## src/rtl/riscv_pipe_pkg.sv

```systemverilog
// rtl/riscv_pipe_pkg.sv - shared pipeline hazard types, constants and forwarding helper
package riscv_pipe_pkg;

    localparam logic [1:0] FWD_REG   = 2'b00;
    localparam logic [1:0] FWD_EXMEM = 2'b01;
    localparam logic [1:0] FWD_MEMWB = 2'b10;

    localparam logic [4:0] REG_X0 = 5'd0;

    typedef enum logic [1:0] {
        RUN    = 2'd0,
        FLUSH  = 2'd1,
        FREEZE = 2'd2
    } hz_state_e;

    // EX/MEM wins over MEM/WB; x0 is never forwarded.
    function automatic logic [1:0] fwd_sel(
        input logic [4:0] rs,
        input logic       exmem_we,
        input logic [4:0] exmem_rd,
        input logic       memwb_we,
        input logic [4:0] memwb_rd
    );
        if (exmem_we && exmem_rd != REG_X0 && exmem_rd == rs) begin
            return FWD_EXMEM;
        end else if (memwb_we && memwb_rd != REG_X0 && memwb_rd == rs) begin
            return FWD_MEMWB;
        end
        return FWD_REG;
    endfunction

endpackage

```

## src/rtl/fwd_unit.sv

```systemverilog
// rtl/fwd_unit.sv - combinational EX operand forwarding select for both operands
module fwd_unit
    import riscv_pipe_pkg::*;
(
    input  logic [4:0] idex_rs1,
    input  logic [4:0] idex_rs2,
    input  logic       exmem_reg_write,
    input  logic [4:0] exmem_rd,
    input  logic       memwb_reg_write,
    input  logic [4:0] memwb_rd,
    output logic [1:0] fwd_a,
    output logic [1:0] fwd_b
);

    // Pick the youngest in-flight producer of each source register.
    always_comb begin
        fwd_a = fwd_sel(idex_rs1, exmem_reg_write, exmem_rd, memwb_reg_write, memwb_rd);
        fwd_b = fwd_sel(idex_rs2, exmem_reg_write, exmem_rd, memwb_reg_write, memwb_rd);
    end

endmodule

```

## src/rtl/hazard_ctrl.sv

```systemverilog
// rtl/hazard_ctrl.sv - pipeline stall/flush/freeze FSM, forwarding and hazard counters
module hazard_ctrl
    import riscv_pipe_pkg::*;
#(
    parameter int FLUSH_CYCLES = 1,
    parameter int CNT_W        = 32
) (
    input  logic             clk,
    input  logic             reset,
    input  logic [4:0]       id_rs1,
    input  logic [4:0]       id_rs2,
    input  logic             id_use_rs1,
    input  logic             id_use_rs2,
    input  logic             idex_mem_read,
    input  logic [4:0]       idex_rd,
    input  logic [4:0]       idex_rs1,
    input  logic [4:0]       idex_rs2,
    input  logic             ex_redirect,
    input  logic             exmem_reg_write,
    input  logic [4:0]       exmem_rd,
    input  logic             memwb_reg_write,
    input  logic [4:0]       memwb_rd,
    input  logic             dmem_busy,
    output logic             pc_write,
    output logic             ifid_write,
    output logic             ifid_flush,
    output logic             stall,
    output logic             branch,
    output logic             freeze,
    output logic [1:0]       fwd_a,
    output logic [1:0]       fwd_b,
    output logic [CNT_W-1:0] stall_cnt,
    output logic [CNT_W-1:0] flush_cnt,
    output logic [CNT_W-1:0] freeze_cnt
);

    localparam logic [2:0] FLUSH_INIT = 3'(FLUSH_CYCLES - 1);
    localparam logic [CNT_W-1:0] CNT_ONE = CNT_W'(1);

    hz_state_e        state_q, state_d;
    hz_state_e        ret_q, ret_d;
    logic [2:0]       rem_q, rem_d;
    logic [CNT_W-1:0] stall_cnt_q, flush_cnt_q, freeze_cnt_q;
    logic             inc_stall, inc_flush, inc_freeze;
    logic             lu;
    hz_state_e        eff_state;

    fwd_unit u_fwd (
        .idex_rs1        (idex_rs1),
        .idex_rs2        (idex_rs2),
        .exmem_reg_write (exmem_reg_write),
        .exmem_rd        (exmem_rd),
        .memwb_reg_write (memwb_reg_write),
        .memwb_rd        (memwb_rd),
        .fwd_a           (fwd_a),
        .fwd_b           (fwd_b)
    );

    assign lu = idex_mem_read && (idex_rd != REG_X0) &&
                ((id_use_rs1 && id_rs1 == idex_rd) || (id_use_rs2 && id_rs2 == idex_rd));

    // After a freeze the pipeline resumes whatever it was doing before it.
    assign eff_state = (state_q == FREEZE) ? ret_q : state_q;

    // Next state and pipeline controls: busy > redirect > flush tail > load-use.
    always_comb begin
        pc_write   = 1'b1;
        ifid_write = 1'b1;
        ifid_flush = 1'b0;
        stall      = 1'b0;
        branch     = 1'b0;
        freeze     = 1'b0;
        inc_stall  = 1'b0;
        inc_flush  = 1'b0;
        inc_freeze = 1'b0;
        state_d    = state_q;
        ret_d      = ret_q;
        rem_d      = rem_q;
        if (dmem_busy) begin
            freeze     = 1'b1;
            pc_write   = 1'b0;
            ifid_write = 1'b0;
            inc_freeze = 1'b1;
            ret_d      = eff_state;
            state_d    = FREEZE;
        end else if (ex_redirect) begin
            branch     = 1'b1;
            ifid_flush = 1'b1;
            inc_flush  = 1'b1;
            if (FLUSH_CYCLES > 1) begin
                state_d = FLUSH;
                rem_d   = FLUSH_INIT;
            end else begin
                state_d = RUN;
            end
        end else if (eff_state == FLUSH) begin
            branch     = 1'b1;
            ifid_flush = 1'b1;
            if (rem_q <= 3'd1) begin
                state_d = RUN;
                rem_d   = 3'd0;
            end else begin
                state_d = FLUSH;
                rem_d   = rem_q - 3'd1;
            end
        end else begin
            state_d = RUN;
            if (lu) begin
                stall      = 1'b1;
                pc_write   = 1'b0;
                ifid_write = 1'b0;
                inc_stall  = 1'b1;
            end
        end
    end

    // State, return state and flush countdown registers.
    always_ff @(posedge clk or posedge reset) begin
        if (reset) begin
            state_q <= RUN;
            ret_q   <= RUN;
            rem_q   <= 3'd0;
        end else begin
            state_q <= state_d;
            ret_q   <= ret_d;
            rem_q   <= rem_d;
        end
    end

    // Saturating hazard event counters.
    always_ff @(posedge clk or posedge reset) begin
        if (reset) begin
            stall_cnt_q  <= '0;
            flush_cnt_q  <= '0;
            freeze_cnt_q <= '0;
        end else begin
            if (inc_stall && stall_cnt_q != '1) begin
                stall_cnt_q <= stall_cnt_q + CNT_ONE;
            end
            if (inc_flush && flush_cnt_q != '1) begin
                flush_cnt_q <= flush_cnt_q + CNT_ONE;
            end
            if (inc_freeze && freeze_cnt_q != '1) begin
                freeze_cnt_q <= freeze_cnt_q + CNT_ONE;
            end
        end
    end

    assign stall_cnt  = stall_cnt_q;
    assign flush_cnt  = flush_cnt_q;
    assign freeze_cnt = freeze_cnt_q;

endmodule

```

## config.mk

```make
export PLATFORM = sky130hd
export DESIGN_NAME = hazard_ctrl
export DESIGN_NICKNAME = d
export VERILOG_FILES = /design/src/rtl/riscv_pipe_pkg.sv /design/src/rtl/fwd_unit.sv /design/src/rtl/hazard_ctrl.sv
export SDC_FILE = /design/constraint.sdc
export NUM_CORES = 1
export LEC_CHECK = 0
export BUFFER_PORTS_ARGS = -buffer_cell sky130_fd_sc_hd__buf_2
export CAP_MARGIN = 10
export CORE_UTILIZATION = 54
export CTS_CLUSTER_DIAMETER = 120
export DETAILED_ROUTE_END_ITERATION = 8
export PLACE_DENSITY = 0.82
export RECOVER_POWER = 25
export SLEW_MARGIN = 40
export SYNTH_ARGS = -nofsm -noshare
export SYNTH_HDL_FRONTEND = slang
export SYNTH_SLANG_ARGS = --single-unit
export TNS_END_PERCENT = 10
```

## constraint.sdc

```tcl
create_clock -name clk -period 5.37 [get_ports clk]
set_input_delay 0.2685 -clock clk [delete_from_list [all_inputs] [get_ports clk]]
set_output_delay 0.2685 -clock clk [all_outputs]
set_load 0.1 [all_outputs]
```

==> flow_summary_export.csv <==
group,metric,value,unit
critical_path,crit_slowest_cell,"nand3_2",
min_path,hold_start,"ex_redirect",
place,gp_congestion,0.993,
place,pre_cts_slack,2.91,ns
place,dp_cells,791,
clock_tree,cts_buffers,9,
critical_path,r2r_cells,6,
clock_tree,cts_buffer_depth,2,
layout,final_nets,722,
routing,drt_iter0_markers,153,
global_route,grt_pass1_wl,20200,um
layout,syn_to_final_growth,19.6,%
timing,maxSlewViolCount,41,
clock_tree,htreeDepth,3,
routing,vias,4497,
min_path,worstHoldPathType,"primary input to register",
global_route,grt-ovfl-total,0,
critical_path,critPathTopFamily,"simple AND/OR/NAND/NOR gates",
global_route,antenna_found_initial,0,
critical_path,cp_data_required_time,5.10,ns
clock_tree,cts_root_buffer,"clkbuf_8",
global_route,grtUsageTotal,0.249,
place,placed_area,6180,um^2
power_and_ir_drop,p_leak,3.18,nW
timing,relSlewSlack,-0.169,
global_route,grt_start_max_net_pins,65,
routing,route.detailed.drc,0,
floorplanning,num_io_pins,150,
timing,setup_viol,0,
clock_tree,postCtsSetupRepairBufs,0,
timing,rsz0062_at_grt,"false",
critical_path,cp_cell_sequence,"nor4bb_1 -> a21oi_1 -> o2111a_1 -> nand3_2 -> inv_1 -> buf_2",
floorplanning,coreArea,9370,um^2
min_path,hold_depth,3,
power_and_ir_drop,powerDensity,317,nW/um^2
run_status,outcome,"complete, but fails checks",
clock_tree,clk_latency,0.37,ns
min_path,min_to,"state_q[0]",
yosys,synth.avg_cell_area,10.1,um^2
floorplanning,start_util,0.567,
critical_path,critPathLaunchType,"register",
yosys,synth-async-reset-ratio,1.00,
yosys,synthFlopType,"dfrtp_1",
layout,post-route-cell-area,6360,um^2
floorplanning,num_rows,35,
yosys,ys_seq_area_frac,0.485,
critical_path,cp_max_fo,32,
yosys,synth-edff-count,0,
yosys,synth_cells,525,
timing,fin_crit_sh,0.539,
yosys,synth_fp_nets,573,
clock_tree,cts_tree,"built",
critical_path,cp_num_buf_inv,2,
power_and_ir_drop,power.total,2.01,mW
power_and_ir_drop,clock_power_share,0.257,
yosys,syn_area,5310,um^2
routing,firstDrtPassIters,4,
timing,finalCriticalPeriod,2.89,ns
yosys,yosys.cell_types.count,42,
place,hpwl,9120,um
floorplanning,die-area,10200,um^2
timing,clock_skew,0.0121,ns
timing,hold_viol_final,0,
power_and_ir_drop,power_frac_seq,0.447,
power_and_ir_drop,power.switching,0.844,mW
critical_path,reg2reg_from,"flush_cnt[0]",
routing,viasPerCell,5.57,
timing,worst_slew_pin_slew,1.74,ns
power_and_ir_drop,irDropWorstVdd,0.000483,V
power_and_ir_drop,pwr-share-comb,0.296,
routing,wl,12200,um
yosys,synth-seq-cells,103,
run_status,failed_checks,"capacitance limit, slew limit",
critical_path,slowest_delay,0.50,ns
routing,routedWlPerCell,15.1,um
yosys,synth.largest_area_cell,"dfrtp_1",
flow_run,cap_violations,1,
yosys,synth.top_cell.area_share,0.485,
yosys,yosysWarnings,0,
critical_path,worstSetupPathType,"register to primary output",
yosys,synthTopCellsByArea,"dfrtp_1 49%, xor2_1 11%, xnor2_1 8.9%",
floorplanning,die_h,101,um
global_route,grt_pass1_vias,4378,
floorplanning,die_w,101,um
layout,final_cells,808,
layout,diodes,0,
critical_path,arrival,2.63,ns
critical_path,ff2ff_setup_slack,2.88,ns
critical_path,r2r-end,"flush_cnt[1]",
power_and_ir_drop,p_int,1.17,mW
clock_tree,clock_sinks,103,
routing,ant_nets,0,
layout,nFillCells,798,
timing,setup_ws,2.48,ns
place,portBuffers,149,
timing,max_freq,346,MHz
clock_tree,path_clk_slew,0.10,ns
layout,drive_gt1_frac,0.214,
power_and_ir_drop,netSwitchingFraction,0.419,
critical_path,critPathCaptureType,"primary output",
## worst register-to-register path, cell delays in order (launching register included)
cell and delay [ns]:
dfrtp_1 0.46, ha_1 0.23, nand4_1 0.25, or4_4 0.56
nor4_2 0.36, nor3_2 0.19, mux2_2 0.34
## routing by layer
| layer | vias up | track usage | share of wire |
|---|---|---|---|
| met3 | 12 | 0.0483 | 0.047 |
| li1 | 2148 | - | - |
| met5 | - | 0 | 0 |
| met4 | 0 | 0.0948 | 0.012 |
| met1 | 2206 | 0.328 | 0.44 |
| met2 | 131 | 0.410 | 0.50 |
## power by group through the flow
stage,registers (mW),logic [mW],clock network [mW]
after floorplan,1.26,0.133,0
after global placement,0.910,0.597,0
after detailed placement,0.914,0.604,0
after CTS,0.899,0.605,0.534
after global routing,0.910,0.622,0.560
final,0.899,0.596,0.518
## cell usage after synthesis (2+ instances only)
master    count
a21oi_1       8
a31oi_1       2
and2_1        2
and3_1       13
and4_1        7
buf_1         2
buf_2         2
buf_4         3
clkbuf_1      6
dfrtp_1     103
ha_1          4
inv_1        18
mux2_2        4
nand2_1      34
nand3_1      43
nand4_1      35
nor2_1       42
nor2_2        3
nor3_1       19
nor4_1       20
nor4b_1       2
o2111a_1      2
o21ai_0       3
or3_1         2
or4_1         8
or4_4         2
xnor2_1      54
xor2_1       68
## metrics by stage
stage | TNS (ns) | utilization | hold slack [ns]
floorplan | -0.740 | - | 0.300
global placement | 0 | 0.658 | 0.331
detailed placement | 0 | 0.659 | 0.338
CTS | 0 | 0.683 | 0.191
global route | 0 | 0.678 | 0.297
finish | 0 | 0.678 | 0.287
## kinds of logic (layout without fill, tap and decap cells)
kind of cell,after synthesis,after routing,synth area share
simple gates,241,241,0.248
xor+xnor,122,122,0.201
flops,103,103,0.485
buf+inv,31,185,0.0245
compound gates,20,20,0.0238
fa+ha+maj,4,4,0.00942
mux,4,4,0.00848
## how the worst max path moves through the flow
stage | from | endpoint | slack [ns] | depth (start not counted)
detailed placement | state_q[1] | stall | 2.91 | 6
floorplan | exmem_rd[4] | fwd_a[1] | -0.37 | 4
global route | state_q[1] | stall | 2.31 | 6
finish | state_q[1] | stall | 2.48 | 6
global placement | state_q[1] | stall | 2.67 | 6
CTS | state_q[1] | stall | 2.47 | 6
## cells in the final DEF (no fill, tap or decap), drive strengths merged, types with 3 or more instances in the layout
cell type  count
xor2          68
and2           3
o21ai          3
and3          14
a21oi          8
inv           20
mux2           4
nand3         43
buf          112
clkbuf        48
and4           7
nor2          45
or4           10
nor4          21
dfrtp        103
nand4         36
xnor2         54
ha             4
nand2         34
nor3          20
## sequential cells by signal, summed over array words and instances, names as in the netlist
name        flops
flush_cnt      32
ret_q           2
stall_cnt      32
state_q         2
rem_q           3
freeze_cnt     32
## what timing repair did
action,CTS,global route
endpoints found under the hold margin,39,0
gates resized for setup,0,0
endpoints found under the setup margin,0,0
hold buffers,1,0
## cell type report
type                    instances  area, um^2  share of cell area
flip-flops and latches        103        2580               0.406
clock buffers                  10         138              0.0217
multi-input cells             391        2620               0.412
clock inverters                 6        75.1              0.0118
inverters                      18        68.8              0.0108
repair buffers                151         719               0.113
well taps                     129         161              0.0254
Note: power is estimated with default switching activity, not from simulation.
